$ cat config.mk
export PLATFORM = sky130hd
export DESIGN_NAME = id_stage
export DESIGN_NICKNAME = d
export VERILOG_FILES = /design/src/rtl/id_pkg.sv /design/src/rtl/id_stage_reg_file.sv /design/src/rtl/id_stage.sv
export SDC_FILE = /design/constraint.sdc
export NUM_CORES = 1
export LEC_CHECK = 0
export CAP_MARGIN = 20
export CORE_AREA = 3 3 102 104
export DETAILED_ROUTE_END_ITERATION = 6
export DIE_AREA = 0 0 105 107
export PLACE_DENSITY = 0.84
export SYNTH_ARGS = -nofsm -noshare
export SYNTH_HDL_FRONTEND = slang
export SYNTH_HIERARCHICAL = 1
export SYNTH_SLANG_ARGS = --single-unit
$ cat constraint.sdc
create_clock -name clk -period 3.87 [get_ports clk]
set_input_delay 0.5805 -clock clk [delete_from_list [all_inputs] [get_ports clk]]
set_output_delay 0.5805 -clock clk [all_outputs]
set_load 0.005 [all_outputs]
$ cat src/rtl/id_pkg.sv
// Shared decode constants for the 16-bit, 8-register core: opcodes,
// instruction field positions, the NOP word and the ALU-op encoding used by EX.
package id_pkg;

   localparam logic [3:0] OP_NOP  = 4'd0;
   localparam logic [3:0] OP_ADD  = 4'd1;
   localparam logic [3:0] OP_SUB  = 4'd2;
   localparam logic [3:0] OP_AND  = 4'd3;
   localparam logic [3:0] OP_OR   = 4'd4;
   localparam logic [3:0] OP_XOR  = 4'd5;
   localparam logic [3:0] OP_SL   = 4'd6;
   localparam logic [3:0] OP_SR   = 4'd7;
   localparam logic [3:0] OP_ADDI = 4'd9;
   localparam logic [3:0] OP_LD   = 4'd10;
   localparam logic [3:0] OP_ST   = 4'd11;
   localparam logic [3:0] OP_BR   = 4'd12;

   localparam int OP_HI  = 15;
   localparam int OP_LO  = 12;
   localparam int RD_HI  = 11;
   localparam int RD_LO  = 9;
   localparam int RS1_HI = 8;
   localparam int RS1_LO = 6;
   localparam int RS2_HI = 5;
   localparam int RS2_LO = 3;
   localparam int IMM_HI = 5;
   localparam int IMM_LO = 0;

   localparam logic [15:0] NOP_INSTR = 16'h0000;

   // ALU ops share their values with the matching register-register opcodes.
   typedef enum logic [3:0] {
      ALU_NOP = 4'd0,
      ALU_ADD = 4'd1,
      ALU_SUB = 4'd2,
      ALU_AND = 4'd3,
      ALU_OR  = 4'd4,
      ALU_XOR = 4'd5,
      ALU_SL  = 4'd6,
      ALU_SR  = 4'd7
   } alu_op_e;

endpackage

$ cat src/rtl/id_stage_reg_file.sv
// 8 x DW register file: R0 hard-zero, two combinational read ports, one write port.
// Optional same-cycle write-to-read bypass under ID_RF_BYPASS_EN.
module reg_file #(
   parameter int DW = 8
) (
   input  logic          clk,
   input  logic          rst,
   input  logic          we,
   input  logic [2:0]    waddr,
   input  logic [DW-1:0] wdata,
   input  logic [2:0]    raddr_a,
   input  logic [2:0]    raddr_b,
   output logic [DW-1:0] rdata_a,
   output logic [DW-1:0] rdata_b
);

   logic [DW-1:0] regs_q [8];
   logic [DW-1:0] regs_d [8];

   // NOTE: every signal assigned in always_comb gets a default first, so no latch is inferred.
   always_comb begin
      regs_d = regs_q;
      if (we && waddr != 3'd0) regs_d[waddr] = wdata;
   end

   // NOTE: this array lives in flops and must clear on reset, so it is reset explicitly
   // (a RAM macro could not be); state updates use non-blocking assignments.
   always_ff @(posedge clk or posedge rst) begin
      if (rst) begin
         for (int i = 0; i < 8; i++) regs_q[i] <= '0;
      end else begin
         regs_q <= regs_d;
      end
   end

   always_comb begin
      rdata_a = regs_q[raddr_a];
      rdata_b = regs_q[raddr_b];
`ifdef ID_RF_BYPASS_EN
      if (we && waddr != 3'd0 && waddr == raddr_a) rdata_a = wdata;
      if (we && waddr != 3'd0 && waddr == raddr_b) rdata_b = wdata;
`endif
   end

endmodule

$ cat src/rtl/id_stage.sv
// Decode stage: IF/ID register, register file, branch resolution, hazard detection
// and the ID/EX register. ID_RF_BYPASS_EN enables the register-file write bypass.
module id_stage
   import id_pkg::*;
#(
   parameter int DW  = 8,
   parameter int PCW = 8
) (
   input  logic           clk,
   input  logic           rst,
   input  logic [PCW-1:0] if_pc,
   input  logic [15:0]    if_instr,
   input  logic           wb_we,
   input  logic [2:0]     wb_dest,
   input  logic [DW-1:0]  wb_data,
   output logic           stall,
   output logic           branch_taken,
   output logic [5:0]     branch_offset_imm,
   output logic [3:0]     id_ex_alu_op,
   output logic [DW-1:0]  id_ex_val1,
   output logic [DW-1:0]  id_ex_val2,
   output logic [DW-1:0]  id_ex_st_data,
   output logic [2:0]     id_ex_dest,
   output logic           id_ex_reg_write,
   output logic           id_ex_mem_read,
   output logic           id_ex_mem_write
);

   typedef struct packed {
      alu_op_e       alu_op;
      logic [DW-1:0] val1;
      logic [DW-1:0] val2;
      logic [DW-1:0] st_data;
      logic [2:0]    dest;
      logic          reg_write;
      logic          mem_read;
      logic          mem_write;
   } id_ex_t;

   logic [15:0]    instr_q, instr_d;
   logic [PCW-1:0] pc_q, pc_d;
   id_ex_t         ex_q, ex_d;

   logic [3:0]    op;
   logic [2:0]    rd, rs1, rs2, raddr_b;
   logic [5:0]    imm;
   logic [DW-1:0] rdata_a, rdata_b, imm_sext;
   logic          is_alu, is_imm, is_br, use_rs1, use_rs2, use_rd;
   logic          load_use, br_hazard;
   logic          pc_unused;

   assign op       = instr_q[OP_HI:OP_LO];
   assign rd       = instr_q[RD_HI:RD_LO];
   assign rs1      = instr_q[RS1_HI:RS1_LO];
   assign rs2      = instr_q[RS2_HI:RS2_LO];
   assign imm      = instr_q[IMM_HI:IMM_LO];
   assign imm_sext = {{(DW-6){imm[5]}}, imm};
   // The ID pc is carried for downstream debug only; fetch computes branch targets.
   assign pc_unused = ^pc_q;

   assign is_alu  = (op >= OP_ADD) && (op <= OP_SR);
   assign is_imm  = (op == OP_ADDI) || (op == OP_LD) || (op == OP_ST);
   assign is_br   = (op == OP_BR);
   assign use_rs1 = is_alu || is_imm || is_br;
   assign use_rs2 = is_alu;
   assign use_rd  = (op == OP_ST);
   assign raddr_b = use_rd ? rd : rs2;

   reg_file #(.DW(DW)) u_reg_file (
      .clk     (clk),
      .rst     (rst),
      .we      (wb_we),
      .waddr   (wb_dest),
      .wdata   (wb_data),
      .raddr_a (rs1),
      .raddr_b (raddr_b),
      .rdata_a (rdata_a),
      .rdata_b (rdata_b)
   );

   assign load_use  = ex_q.mem_read && (ex_q.dest != 3'd0) &&
                      ((use_rs1 && ex_q.dest == rs1) ||
                       ((use_rs2 || use_rd) && ex_q.dest == raddr_b));
   assign br_hazard = is_br && ex_q.reg_write && (ex_q.dest != 3'd0) && (ex_q.dest == rs1);

   assign stall             = load_use || br_hazard;
   assign branch_taken      = is_br && (rdata_a == '0) && !stall;
   assign branch_offset_imm = imm;

   always_comb begin
      instr_d = instr_q;
      pc_d    = pc_q;
      if (!stall) begin
         instr_d = branch_taken ? NOP_INSTR : if_instr;
         pc_d    = if_pc;
      end
   end

   // BR, NOP and undefined opcodes all leave a bubble in ID/EX.
   always_comb begin
      ex_d = '0;
      if (!stall && (is_alu || is_imm)) begin
         ex_d.alu_op    = is_alu ? alu_op_e'(op) : ALU_ADD;
         ex_d.val1      = rdata_a;
         ex_d.val2      = is_alu ? rdata_b : imm_sext;
         ex_d.st_data   = use_rd ? rdata_b : '0;
         ex_d.dest      = rd;
         ex_d.reg_write = is_alu || (op == OP_ADDI) || (op == OP_LD);
         ex_d.mem_read  = (op == OP_LD);
         ex_d.mem_write = (op == OP_ST);
      end
   end

   always_ff @(posedge clk or posedge rst) begin
      if (rst) begin
         instr_q <= NOP_INSTR;
         pc_q    <= '0;
         ex_q    <= '0;
      end else begin
         instr_q <= instr_d;
         pc_q    <= pc_d;
         ex_q    <= ex_d;
      end
   end

   assign id_ex_alu_op    = ex_q.alu_op;
   assign id_ex_val1      = ex_q.val1;
   assign id_ex_val2      = ex_q.val2;
   assign id_ex_st_data   = ex_q.st_data;
   assign id_ex_dest      = ex_q.dest;
   assign id_ex_reg_write = ex_q.reg_write;
   assign id_ex_mem_read  = ex_q.mem_read;
   assign id_ex_mem_write = ex_q.mem_write;

endmodule

==> report_table.html, run 1 <==
<table>
<tr><th>Metric</th><th>Value</th></tr>
<tr><th colspan="2">Status</th></tr>
<tr><td>Status</td><td>complete, no violations</td></tr>
<tr><th colspan="2">Global route</th></tr>
<tr><td>First-pass GRT wire length</td><td>20700 um</td></tr>
<tr><td>Number of antenna violations at the first check in global routing</td><td>0</td></tr>
<tr><td>Overall overflow remaining after global route</td><td>0</td></tr>
<tr><td>Pin count of the biggest net entering global routing</td><td>51</td></tr>
<tr><td>Number of global-route vias before repair</td><td>3792</td></tr>
<tr><td>Tot GR Track Use</td><td>24.5%</td></tr>
<tr><th colspan="2">Timing</th></tr>
<tr><td>Count of final max-slew check failures</td><td>0</td></tr>
<tr><td>Setup repair after global routing missed its margin</td><td>no</td></tr>
<tr><td>Worst-margin pin slew</td><td>0.777 ns</td></tr>
<tr><td>Rel. slew slack</td><td>48.1%</td></tr>
<tr><td>Count of final setup violators</td><td>0</td></tr>
<tr><td>Setup TNS</td><td>0 ns</td></tr>
<tr><td>Clock tree skew after final layout</td><td>0.00612 ns</td></tr>
<tr><td>Final Hold Vio Count</td><td>0</td></tr>
<tr><td>Top achievable clock speed</td><td>0.266 GHz</td></tr>
<tr><td>Final worst path period share</td><td>97.1%</td></tr>
<tr><td>Final period demand of the worst path</td><td>3.76 ns</td></tr>
<tr><th colspan="2">Drt</th></tr>
<tr><td>Number of nets with antenna violations after routing</td><td>0</td></tr>
<tr><td>Vias after detailed routing</td><td>3644</td></tr>
<tr><td>Total Wirelength</td><td>13200 um</td></tr>
<tr><td>WL/cell</td><td>21.9 um</td></tr>
<tr><td>Drt drc</td><td>0</td></tr>
<tr><td>Iteration count of the initial detailed-routing pass</td><td>5</td></tr>
<tr><td>Initial drt markers</td><td>196</td></tr>
<tr><td>Post-detailed-route via-to-cell ratio</td><td>6.05</td></tr>
<tr><th colspan="2">Power</th></tr>
<tr><td>Power density over cell area</td><td>549 nW/um2</td></tr>
<tr><td>NetSw</td><td>0.962 mW</td></tr>
<tr><td>Post-layout total power</td><td>3.82 mW</td></tr>
<tr><td>Internal power of the cells</td><td>2.86 mW</td></tr>
<tr><td>Register share of total power</td><td>39.7%</td></tr>
<tr><td>Switching fraction of total power</td><td>25.2%</td></tr>
<tr><td>Static leakage</td><td>3.11 nW</td></tr>
<tr><td>Logic pwr share</td><td>19.0%</td></tr>
<tr><td>Clock network power share</td><td>41.2%</td></tr>
<tr><td>Maximum VDD drop</td><td>0.000283 V</td></tr>
<tr><th colspan="2">CTS</th></tr>
<tr><td>TritonCTS clock tree</td><td>built</td></tr>
<tr><td>Buffer cell driving the clock tree root</td><td>sky130_fd_sc_hd__clkbuf_8</td></tr>
<tr><td>Cts-stage hold buffer count</td><td>0</td></tr>
<tr><td>Total number of clock tree sinks</td><td>114</td></tr>
<tr><td>Clock transition at the register clock pins on the worst setup and hold paths after CTS</td><td>0.05 ns</td></tr>
<tr><td>Clock latency on the worst-skew pair</td><td>0.52 ns</td></tr>
<tr><td>Longest Clk Path Bufs</td><td>2</td></tr>
<tr><td>TritonCTS buffer count</td><td>17</td></tr>
<tr><td>H-Tree Level Count</td><td>4</td></tr>
<tr><th colspan="2">Synth</th></tr>
<tr><td>Area contributors post-synth</td><td>sky130_fd_sc_hd__dfrtp_1, sky130_fd_sc_hd__mux2_2, sky130_fd_sc_hd__mux4_1</td></tr>
<tr><td>Sequential-to-total area share from yosys stat</td><td>50.7%</td></tr>
<tr><td>Cell type with the highest aggregate area in the netlist</td><td>sky130_fd_sc_hd__dfrtp_1</td></tr>
<tr><td>Synth Register Bits</td><td>114</td></tr>
<tr><td>Post-synth net total</td><td>435</td></tr>
<tr><td>Total of warnings raised by yosys</td><td>6</td></tr>
<tr><td>Number of distinct library cells after synthesis</td><td>41</td></tr>
<tr><td>Commonest cells in the synthesized netlist</td><td>sky130_fd_sc_hd__dfrtp_1, sky130_fd_sc_hd__mux2_2, sky130_fd_sc_hd__mux4_1</td></tr>
<tr><td>Post-synthesis area per instance</td><td>14.2 um2</td></tr>
<tr><td>Synth Flop Type</td><td>sky130_fd_sc_hd__dfrtp_1</td></tr>
<tr><td>EDFF count, synth</td><td>0</td></tr>
<tr><td>Syn Inst Count</td><td>397</td></tr>
<tr><td>Proportion of netlist area held by the largest area contributor</td><td>50.7%</td></tr>
<tr><td>Share of async-settable or async-resettable flops after synthesis</td><td>100%</td></tr>
<tr><td>Summed instance area of the synthesized netlist</td><td>5620 um2</td></tr>
<tr><td>Most frequent cell after synthesis</td><td>sky130_fd_sc_hd__dfrtp_1</td></tr>
<tr><th colspan="2">Placed design</th></tr>
<tr><td>Global placer's final weighted congestion</td><td>0.810</td></tr>
<tr><td>Post-placement cell area</td><td>6300 um2</td></tr>
<tr><td># port buffers</td><td>71</td></tr>
<tr><td>HPWL Detailed</td><td>8330 um</td></tr>
<tr><th colspan="2">Worst setup path</th></tr>
<tr><td>Arrival time of the worst setup path</td><td>3.18 ns</td></tr>
<tr><td>Kind of start point of the critical path</td><td>register</td></tr>
<tr><td>Master of the slowest instance on the critical path</td><td>sky130_fd_sc_hd__mux4_1</td></tr>
<tr><td>Family with the most delay on the worst path</td><td>multiplexers</td></tr>
<tr><td>Critical path's largest stage delay</td><td>0.61 ns</td></tr>
<tr><td>Largest fanout on the critical path</td><td>18</td></tr>
<tr><td>Cells along the critical path</td><td>buf_6 -&gt; mux4_1 -&gt; mux2_2 -&gt; nor4_4 -&gt; nand3_1 -&gt; nor2_1 -&gt; clkdlybuf4s50_1</td></tr>
<tr><td>Crit path depth</td><td>7</td></tr>
<tr><td>FF-to-FF path depth</td><td>7</td></tr>
<tr><td>Type of the worst setup path</td><td>reg -&gt; out</td></tr>
<tr><td>Crit end category</td><td>output pin</td></tr>
<tr><td>Buffers &amp; Inverters on Critical Path</td><td>2</td></tr>
<tr><td>Required time of the worst setup path</td><td>3.29 ns</td></tr>
<tr><th colspan="2">Floorplanning</th></tr>
<tr><td>Starting utilization of the core area</td><td>58.3%</td></tr>
<tr><td>IO Pins</td><td>80</td></tr>
<tr><td>Die span in x</td><td>105 um</td></tr>
<tr><td>Core Footprint</td><td>9640 um2</td></tr>
<tr><td>Die area</td><td>11200 um2</td></tr>
<tr><td>Vertical extent of the die</td><td>107 um</td></tr>
<tr><td>Floorplan row count</td><td>36</td></tr>
<tr><th colspan="2">Cells and area</th></tr>
<tr><td>Total area of sequential cells</td><td>2850 um2</td></tr>
<tr><td># fillers</td><td>634</td></tr>
<tr><td>Inserted Diodes</td><td>0</td></tr>
<tr><td>Total area of multi-input combinational cells</td><td>2470 um2</td></tr>
<tr><td>Area Overhead vs Synth</td><td>23.6%</td></tr>
<tr><td>Post-route cell area</td><td>6950 um2</td></tr>
<tr><td>Fraction of layout cells with a size suffix above 1</td><td>28.1%</td></tr>
<tr><td>Final nets</td><td>494</td></tr>
<tr><th colspan="2">Flow run</th></tr>
<tr><td>Number of violations of the max-capacitance limit</td><td>0</td></tr>
<tr><th colspan="2">Min path</th></tr>
<tr><td>Type of the most critical hold path</td><td>in -&gt; async</td></tr>
</table>
-- worst reg2reg max path, cell delays in order (launching register included) --
cell and delay (ns):
sky130_fd_sc_hd__dfrtp_1 0.48, sky130_fd_sc_hd__nand4b_2 0.42, sky130_fd_sc_hd__o21ai_1 0.28, sky130_fd_sc_hd__buf_4 0.33, sky130_fd_sc_hd__mux4_1 0.63, sky130_fd_sc_hd__mux2_2 0.32
sky130_fd_sc_hd__mux2i_1 0.18, sky130_fd_sc_hd__nor3_1 0.07
-- metrics by stage --
step           hold WS (ns)  setup WS, ns  util, %  std cells
4_1_cts               0.398       0.00468     71.7        601
3_3_place_gp          0.371         0.582     65.4        569
3_5_place_dp          0.379         0.532     65.4        569
6_report              0.318         0.112     72.1        602
5_1_grt               0.319        0.0124     72.1        602
2_1_floorplan         0.436          1.30        -        397
-- layout make-up --
type | instances | area share [%]
clock buffers | 22 | 6.81
clock inverters | 10 | 1.87
inverters | 7 | 0.378
multi-input cells | 231 | 35.5
flip-flops and latches | 114 | 41.1
well taps | 133 | 2.39
repair buffers | 85 | 12.0
-- layer usage --
| metal | GRT usage [%] | routed length (um) |
|---|---|---|
| met5 | 0 | 0 |
| met4 | 9.18 | 201 |
| met3 | 7.04 | 885 |
| met2 | 41.1 | 6860 |
| met1 | 30.5 | 5230 |
-- power groups by stage --
stage | registers [mW] | clock network [mW] | logic [mW]
after detailed placement | 1.53 | 0 | 0.695
after floorplan | 1.48 | 0 | 0.476
final | 1.52 | 1.57 | 0.726
after global routing | 1.54 | 1.64 | 0.770
after global placement | 1.51 | 0 | 0.674
after CTS | 1.51 | 1.59 | 0.715
-- cells in the final DEF, fill, tap and decap left out, types with 3 or more instances in the layout --
master / netlist / routed
sky130_fd_sc_hd__bufinv_16: 0 / 3
sky130_fd_sc_hd__mux2_2: 72 / 72
sky130_fd_sc_hd__mux2i_1: 7 / 7
sky130_fd_sc_hd__a21oi_1: 6 / 6
sky130_fd_sc_hd__nor3b_2: 3 / 3
sky130_fd_sc_hd__mux4_1: 30 / 30
sky130_fd_sc_hd__nor4bb_1: 3 / 3
sky130_fd_sc_hd__clkdlybuf4s50_1: 0 / 71
sky130_fd_sc_hd__clkbuf_16: 0 / 16
sky130_fd_sc_hd__buf_4: 8 / 12
sky130_fd_sc_hd__dfrtp_1: 114 / 113
sky130_fd_sc_hd__nand2_1: 24 / 24
sky130_fd_sc_hd__nor2_1: 22 / 22
sky130_fd_sc_hd__clkinv_2: 0 / 5
sky130_fd_sc_hd__a22o_1: 16 / 16
sky130_fd_sc_hd__clkbuf_8: 0 / 5
sky130_fd_sc_hd__nand4b_1: 3 / 3
sky130_fd_sc_hd__nor3_1: 16 / 16
sky130_fd_sc_hd__inv_1: 7 / 5
-- worst paths after layout --
path,from,to,slack (ns)
setup / recovery,instr_q[6]$_DFFE_PP0N_,branch_taken,0.11
hold / removal,rst,id_ex_val1[3]$_DFF_PP0_,0.32
setup reg to reg,instr_q[14]$_DFFE_PP0N_,id_ex_val2[4]$_DFF_PP0_,1.03
hold reg to reg,u_reg_file/regs_q[56]$_DFFE_PP0P_,u_reg_file/regs_q[56]$_DFFE_PP0P_,0.40
max in group asynchronous,rst,u_reg_file/regs_q[11]$_DFFE_PP0P_,2.57
min in group clk,u_reg_file/regs_q[56]$_DFFE_PP0P_,u_reg_file/regs_q[56]$_DFFE_PP0P_,0.40
-- cells by family after synthesis --
logic type / share of synthesized area [%]
flops: 50.7
mux: 30.5
simple gates: 8.10
buf+inv: 5.72
compound gates: 4.61
xor+xnor: 0.312
other cells: 0.0667
-- sequential cells by signal, indices dropped and copies added (netlist names) --
name / cells
u_reg_file/regs_q: 64
instr_q: 16
id_ex_st_data: 8
id_ex_val1: 8
id_ex_val2: 8
id_ex_alu_op: 4
id_ex_dest: 3
id_ex_mem_read: 1
id_ex_mem_write: 1
id_ex_reg_write: 1
-- timing repair --
item | 4_1_cts | 5_1_grt
cloned | 0 | 0
setup endpoints to repair | 2 | 2
setup buffers | 0 | 0
resized for setup | 2 | 3
endpoints found under the hold margin | 0 | 0
No activity file was read; power rests on OpenSTA's default activity.
==> run 2: changes to the inputs <==
CORE_AREA = 3 3 103 105   (was 3 3 102 104)
DIE_AREA = 0 0 106 108   (was 0 0 105 107)
PLACE_DENSITY = 0.83   (was 0.84)
SYNTH_HIERARCHICAL = unset   (was 1)
==> report_table.html, run 2 <==
<table>
<tr><th>Metric</th><th>Value</th></tr>
<tr><th colspan="2">Floorplanning</th></tr>
<tr><td>Starting utilization of the core area</td><td>58.5% (+0.12 points)</td></tr>
<tr><td>Floorplan row count</td><td>36 (unchanged)</td></tr>
<tr><td>Core Footprint</td><td>9730 um2 (+0.93%)</td></tr>
<tr><td>Vertical extent of the die</td><td>108 um (+0.93%)</td></tr>
<tr><td>IO Pins</td><td>80 (unchanged)</td></tr>
<tr><td>Die span in x</td><td>106 um (+0.95%)</td></tr>
<tr><td>Die area</td><td>11400 um2 (+1.9%)</td></tr>
<tr><th colspan="2">Synth</th></tr>
<tr><td>Area contributors post-synth</td><td>sky130_fd_sc_hd__dfrtp_1, sky130_fd_sc_hd__mux2_2, sky130_fd_sc_hd__mux2i_1</td></tr>
<tr><td>Summed instance area of the synthesized netlist</td><td>5690 um2 (+1.1%)</td></tr>
<tr><td>Proportion of netlist area held by the largest area contributor</td><td>50.2% (-0.57 points)</td></tr>
<tr><td>Post-synthesis area per instance</td><td>12.2 um2 (-14%)</td></tr>
<tr><td>Synth Flop Type</td><td>sky130_fd_sc_hd__dfrtp_1</td></tr>
<tr><td>Total of warnings raised by yosys</td><td>0 (-6)</td></tr>
<tr><td>Commonest cells in the synthesized netlist</td><td>sky130_fd_sc_hd__dfrtp_1, sky130_fd_sc_hd__mux2_2, sky130_fd_sc_hd__mux2i_1</td></tr>
<tr><td>Most frequent cell after synthesis</td><td>sky130_fd_sc_hd__dfrtp_1</td></tr>
<tr><td>Share of async-settable or async-resettable flops after synthesis</td><td>100% (unchanged)</td></tr>
<tr><td>EDFF count, synth</td><td>0 (unchanged)</td></tr>
<tr><td>Synth Register Bits</td><td>114 (unchanged)</td></tr>
<tr><td>Cell type with the highest aggregate area in the netlist</td><td>sky130_fd_sc_hd__dfrtp_1</td></tr>
<tr><td>Sequential-to-total area share from yosys stat</td><td>50.2% (-0.57 points)</td></tr>
<tr><td>Syn Inst Count</td><td>468 (+18%)</td></tr>
<tr><td>Post-synth net total</td><td>506 (+16%)</td></tr>
<tr><td>Number of distinct library cells after synthesis</td><td>53 (+29%)</td></tr>
<tr><th colspan="2">Global route</th></tr>
<tr><td>Global-route track usage on met3</td><td>7.94% (+0.90 points)</td></tr>
<tr><td>Pin count of the biggest net entering global routing</td><td>67 (+31%)</td></tr>
<tr><td>Met2 Track Usage GR</td><td>41.9% (+0.88 points)</td></tr>
<tr><td>First-pass GRT wire length</td><td>22100 um (+6.9%)</td></tr>
<tr><td>Overall overflow remaining after global route</td><td>0 (unchanged)</td></tr>
<tr><td>Number of antenna violations at the first check in global routing</td><td>0 (unchanged)</td></tr>
<tr><td>Met1 demand-to-capacity share in global routing</td><td>32.3% (+1.7 points)</td></tr>
<tr><td>Most used routing layer</td><td>met2</td></tr>
<tr><td>Number of global-route vias before repair</td><td>4181 (+10%)</td></tr>
<tr><td>Tot GR Track Use</td><td>25.4% (+0.91 points)</td></tr>
<tr><th colspan="2">Timing</th></tr>
<tr><td>Count of final max-slew check failures</td><td>0 (unchanged)</td></tr>
<tr><td>Final period demand of the worst path</td><td>3.72 ns (-0.0403 ns)</td></tr>
<tr><td>Final worst setup slack</td><td>0.153 ns (+0.0403 ns)</td></tr>
<tr><td>Final worst path period share</td><td>96.1% (-1.0 points)</td></tr>
<tr><td>Rel. slew slack</td><td>37.4% (-11 points)</td></tr>
<tr><td>Count of final setup violators</td><td>0 (unchanged)</td></tr>
<tr><td>Top achievable clock speed</td><td>0.269 GHz (+1.1%)</td></tr>
<tr><td>Worst-margin pin slew</td><td>0.936 ns (+0.159 ns)</td></tr>
<tr><td>Setup TNS</td><td>0 ns (unchanged)</td></tr>
<tr><td>Clock tree skew after final layout</td><td>0.0109 ns (+0.00478 ns)</td></tr>
<tr><td>Final Hold Vio Count</td><td>0 (unchanged)</td></tr>
<tr><td>Setup repair after global routing missed its margin</td><td>no</td></tr>
<tr><td>Worst-case hold slack</td><td>0.400 ns (+0.0826 ns)</td></tr>
<tr><th colspan="2">Drt</th></tr>
<tr><td>Number of nets with antenna violations after routing</td><td>0 (unchanged)</td></tr>
<tr><td>Post-detailed-route via-to-cell ratio</td><td>6.13 (+1.3%)</td></tr>
<tr><td>Vias after detailed routing</td><td>4127 (+13%)</td></tr>
<tr><td>Initial drt markers</td><td>287 (+46%)</td></tr>
<tr><td>WL/cell</td><td>20.3 um (-7.3%)</td></tr>
<tr><td>Iteration count of the initial detailed-routing pass</td><td>5 (unchanged)</td></tr>
<tr><td>Drt drc</td><td>0 (unchanged)</td></tr>
<tr><td>Total Wirelength</td><td>13700 um (+3.7%)</td></tr>
<tr><th colspan="2">CTS</th></tr>
<tr><td>H-Tree Level Count</td><td>4 (unchanged)</td></tr>
<tr><td>TritonCTS buffer count</td><td>17 (unchanged)</td></tr>
<tr><td>Buffer cell driving the clock tree root</td><td>sky130_fd_sc_hd__clkbuf_8</td></tr>
<tr><td>Clock latency on the worst-skew pair</td><td>0.53 ns (about the same)</td></tr>
<tr><td>Cts-stage hold buffer count</td><td>0 (unchanged)</td></tr>
<tr><td>TritonCTS clock tree</td><td>built</td></tr>
<tr><td>Total number of clock tree sinks</td><td>114 (unchanged)</td></tr>
<tr><td>Clock transition at the register clock pins on the worst setup and hold paths after CTS</td><td>0.06 ns (about the same)</td></tr>
<tr><td>Longest Clk Path Bufs</td><td>2 (unchanged)</td></tr>
<tr><td>Number of post-CTS setup repair buffers</td><td>0 (unchanged)</td></tr>
<tr><th colspan="2">Cells and area</th></tr>
<tr><td>Leading cell types in the layout, fill and taps excluded</td><td>sky130_fd_sc_hd__dfrtp_1, sky130_fd_sc_hd__clkdlybuf4s50_1, sky130_fd_sc_hd__mux2_2, sky130_fd_sc_hd__mux2i_1, sky130_fd_sc_hd__nand2_1</td></tr>
<tr><td>Post-route cell area</td><td>7040 um2 (+1.3%)</td></tr>
<tr><td>Final nets</td><td>565 (+14%)</td></tr>
<tr><td>Max FFs per register</td><td>64 (unchanged)</td></tr>
<tr><td>Inserted Diodes</td><td>0 (unchanged)</td></tr>
<tr><td>Commonest non-fill, non-tap cell in the layout</td><td>sky130_fd_sc_hd__dfrtp_1</td></tr>
<tr><td>Non-filler cells, final</td><td>673 (+12%)</td></tr>
<tr><td>Fraction of layout cells with a size suffix above 1</td><td>24.6% (-3.5 points)</td></tr>
<tr><td>Area Overhead vs Synth</td><td>23.7%</td></tr>
<tr><td>Registers with the most flip-flops</td><td>u_reg_file.regs_q: 64 flops, instr_q: 16 flops</td></tr>
<tr><td>Reg with most FFs</td><td>u_reg_file.regs_q</td></tr>
<tr><th colspan="2">Power</th></tr>
<tr><td>Maximum VDD drop</td><td>0.000315 V (+11%)</td></tr>
<tr><td>Static leakage</td><td>3.09 nW (-0.57%)</td></tr>
<tr><td>Power density over cell area</td><td>557 nW/um2 (+1.3%)</td></tr>
<tr><th colspan="2">Worst setup path</th></tr>
<tr><td>Arrival time of the worst setup path</td><td>3.14 ns (-0.04 ns)</td></tr>
<tr><td>Largest fanout on the critical path</td><td>16 (-2)</td></tr>
<tr><td>Master of the slowest instance on the critical path</td><td>sky130_fd_sc_hd__clkdlybuf4s50_1</td></tr>
<tr><td>Cells along the critical path</td><td>nand4b_4 -&gt; mux2_4 -&gt; xnor2_1 -&gt; a41oi_2 -&gt; buf_4 -&gt; inv_2 -&gt; clkdlybuf4s50_1</td></tr>
<tr><td>Crit end category</td><td>output pin</td></tr>
<tr><td>Family with the most delay on the worst path</td><td>buffers and inverters</td></tr>
<tr><td>Kind of start point of the critical path</td><td>register</td></tr>
<tr><td>Required time of the worst setup path</td><td>3.29 ns (about the same)</td></tr>
<tr><td>Critical path's largest stage delay</td><td>0.55 ns (-0.06 ns)</td></tr>
<tr><td>Buffers &amp; Inverters on Critical Path</td><td>3 (+1)</td></tr>
<tr><td>Type of the worst setup path</td><td>reg -&gt; out</td></tr>
<tr><th colspan="2">Placed design</th></tr>
<tr><td>HPWL Detailed</td><td>9060 um (+8.8%)</td></tr>
<tr><td>Post-placement cell area</td><td>6410 um2 (+1.7%)</td></tr>
<tr><td>Global placer's final weighted congestion</td><td>0.885 (+9.3%)</td></tr>
<tr><td>Cell Count Post-Placement</td><td>641 (+13%)</td></tr>
<tr><td># port buffers</td><td>71 (unchanged)</td></tr>
<tr><td>Placement Setup Slack</td><td>0.507 ns (-0.0248 ns)</td></tr>
<tr><th colspan="2">Flow run</th></tr>
<tr><td>Number of violations of the max-capacitance limit</td><td>0 (unchanged)</td></tr>
<tr><th colspan="2">Min path</th></tr>
<tr><td>Type of the most critical hold path</td><td>reg -&gt; reg</td></tr>
<tr><th colspan="2">Status</th></tr>
<tr><td>Status</td><td>complete, no violations</td></tr>
</table>
[run 2: changes by cell type in the layout (fill, tap and decap cells not counted), sizes merged, moves of 6 or more]
cell / delta
mux2: -14
nand2: +17
a211oi: +9
nor2: +10
a22oi: +16
mux4: -19
o22ai: +6
a22o: -16
o21ai: +9
mux2i: +38
[run 2: final cells by class]
type,count,area (um2)
Inverter,9,36.3
Tap cell,133,166
Timing Repair Buffer,84,808
Multi-Input combinational cell,301,2550
Clock inverter,13,184
Clock buffer,19,442
Sequential cell,114,2860
Fill cell,668,2690
[run 2: metal layers]
layer	routed length, um	share of wire [%]	vias up
met4	247	1.8	0
met3	1120	8.2	32
met2	6690	49	199
li1	-	-	1819
met5	0	0	-
met1	5610	41	2077
[run 2: path summary, 6_finish.rpt]
path	startpoint	cells past startpoint	slack (ns)	to
hold / removal	u_reg_file.regs_q[62]$_DFFE_PP0P_	0	0.40	u_reg_file.regs_q[62]$_DFFE_PP0P_
max in group asynchronous	rst	3	2.44	instr_q[15]$_DFFE_PP0N_
hold reg to reg	u_reg_file.regs_q[62]$_DFFE_PP0P_	0	0.40	u_reg_file.regs_q[62]$_DFFE_PP0P_
min in group asynchronous	rst	2	0.56	id_ex_val1[7]$_DFF_PP0_
setup reg to reg	instr_q[13]$_DFFE_PP0N_	9	0.71	id_ex_val1[1]$_DFF_PP0_
setup / recovery	instr_q[13]$_DFFE_PP0N_	7	0.15	stall
[run 2: logic make-up (layout without fill, tap and decap cells)]
kind of cell | after synthesis | after routing | synth area share (%)
simple gates | 119 | 119 | 10.7
compound gates | 62 | 62 | 8.40
buf+inv | 53 | 125 | 5.08
xor+xnor | 3 | 3 | 0.462
other cells | 1 | 1 | 0.0659
mux | 116 | 116 | 25.2
flops | 114 | 114 | 50.2
[run 2: worst register-to-register path: stages, from the launching register on]
cell and delay [ns]:
sky130_fd_sc_hd__dfrtp_1 0.54, sky130_fd_sc_hd__nand4b_4 0.34, sky130_fd_sc_hd__mux2_4 0.43, sky130_fd_sc_hd__xnor2_1 0.14
sky130_fd_sc_hd__a41oi_2 0.19, sky130_fd_sc_hd__buf_4 0.23, sky130_fd_sc_hd__buf_4 0.24, sky130_fd_sc_hd__nand2_1 0.49
sky130_fd_sc_hd__buf_4 0.37, sky130_fd_sc_hd__nor2_1 0.11
[run 2: power by group]
| group | internal [mW] | leakage, nW | switching (mW) |
|---|---|---|---|
| logic | 0.405 | 1.39 | 0.327 |
| registers | 1.38 | 1.41 | 0.174 |
| clock network | 1.08 | 0.288 | 0.555 |
| total | 2.86 | 3.09 | 1.06 |
[run 2: repair_timing]
action                                  CTS  global route
cloned                                    0             0
gates resized for setup                   1             1
endpoints found under the setup margin    1             1
[run 2: through the flow]
step	total power, mW	util (%)
floorplan	2.01	-
global route	4.08	72.3
CTS	3.93	72.3
finish	3.92	72.3
detailed placement	2.29	65.9
global placement	2.24	65.9
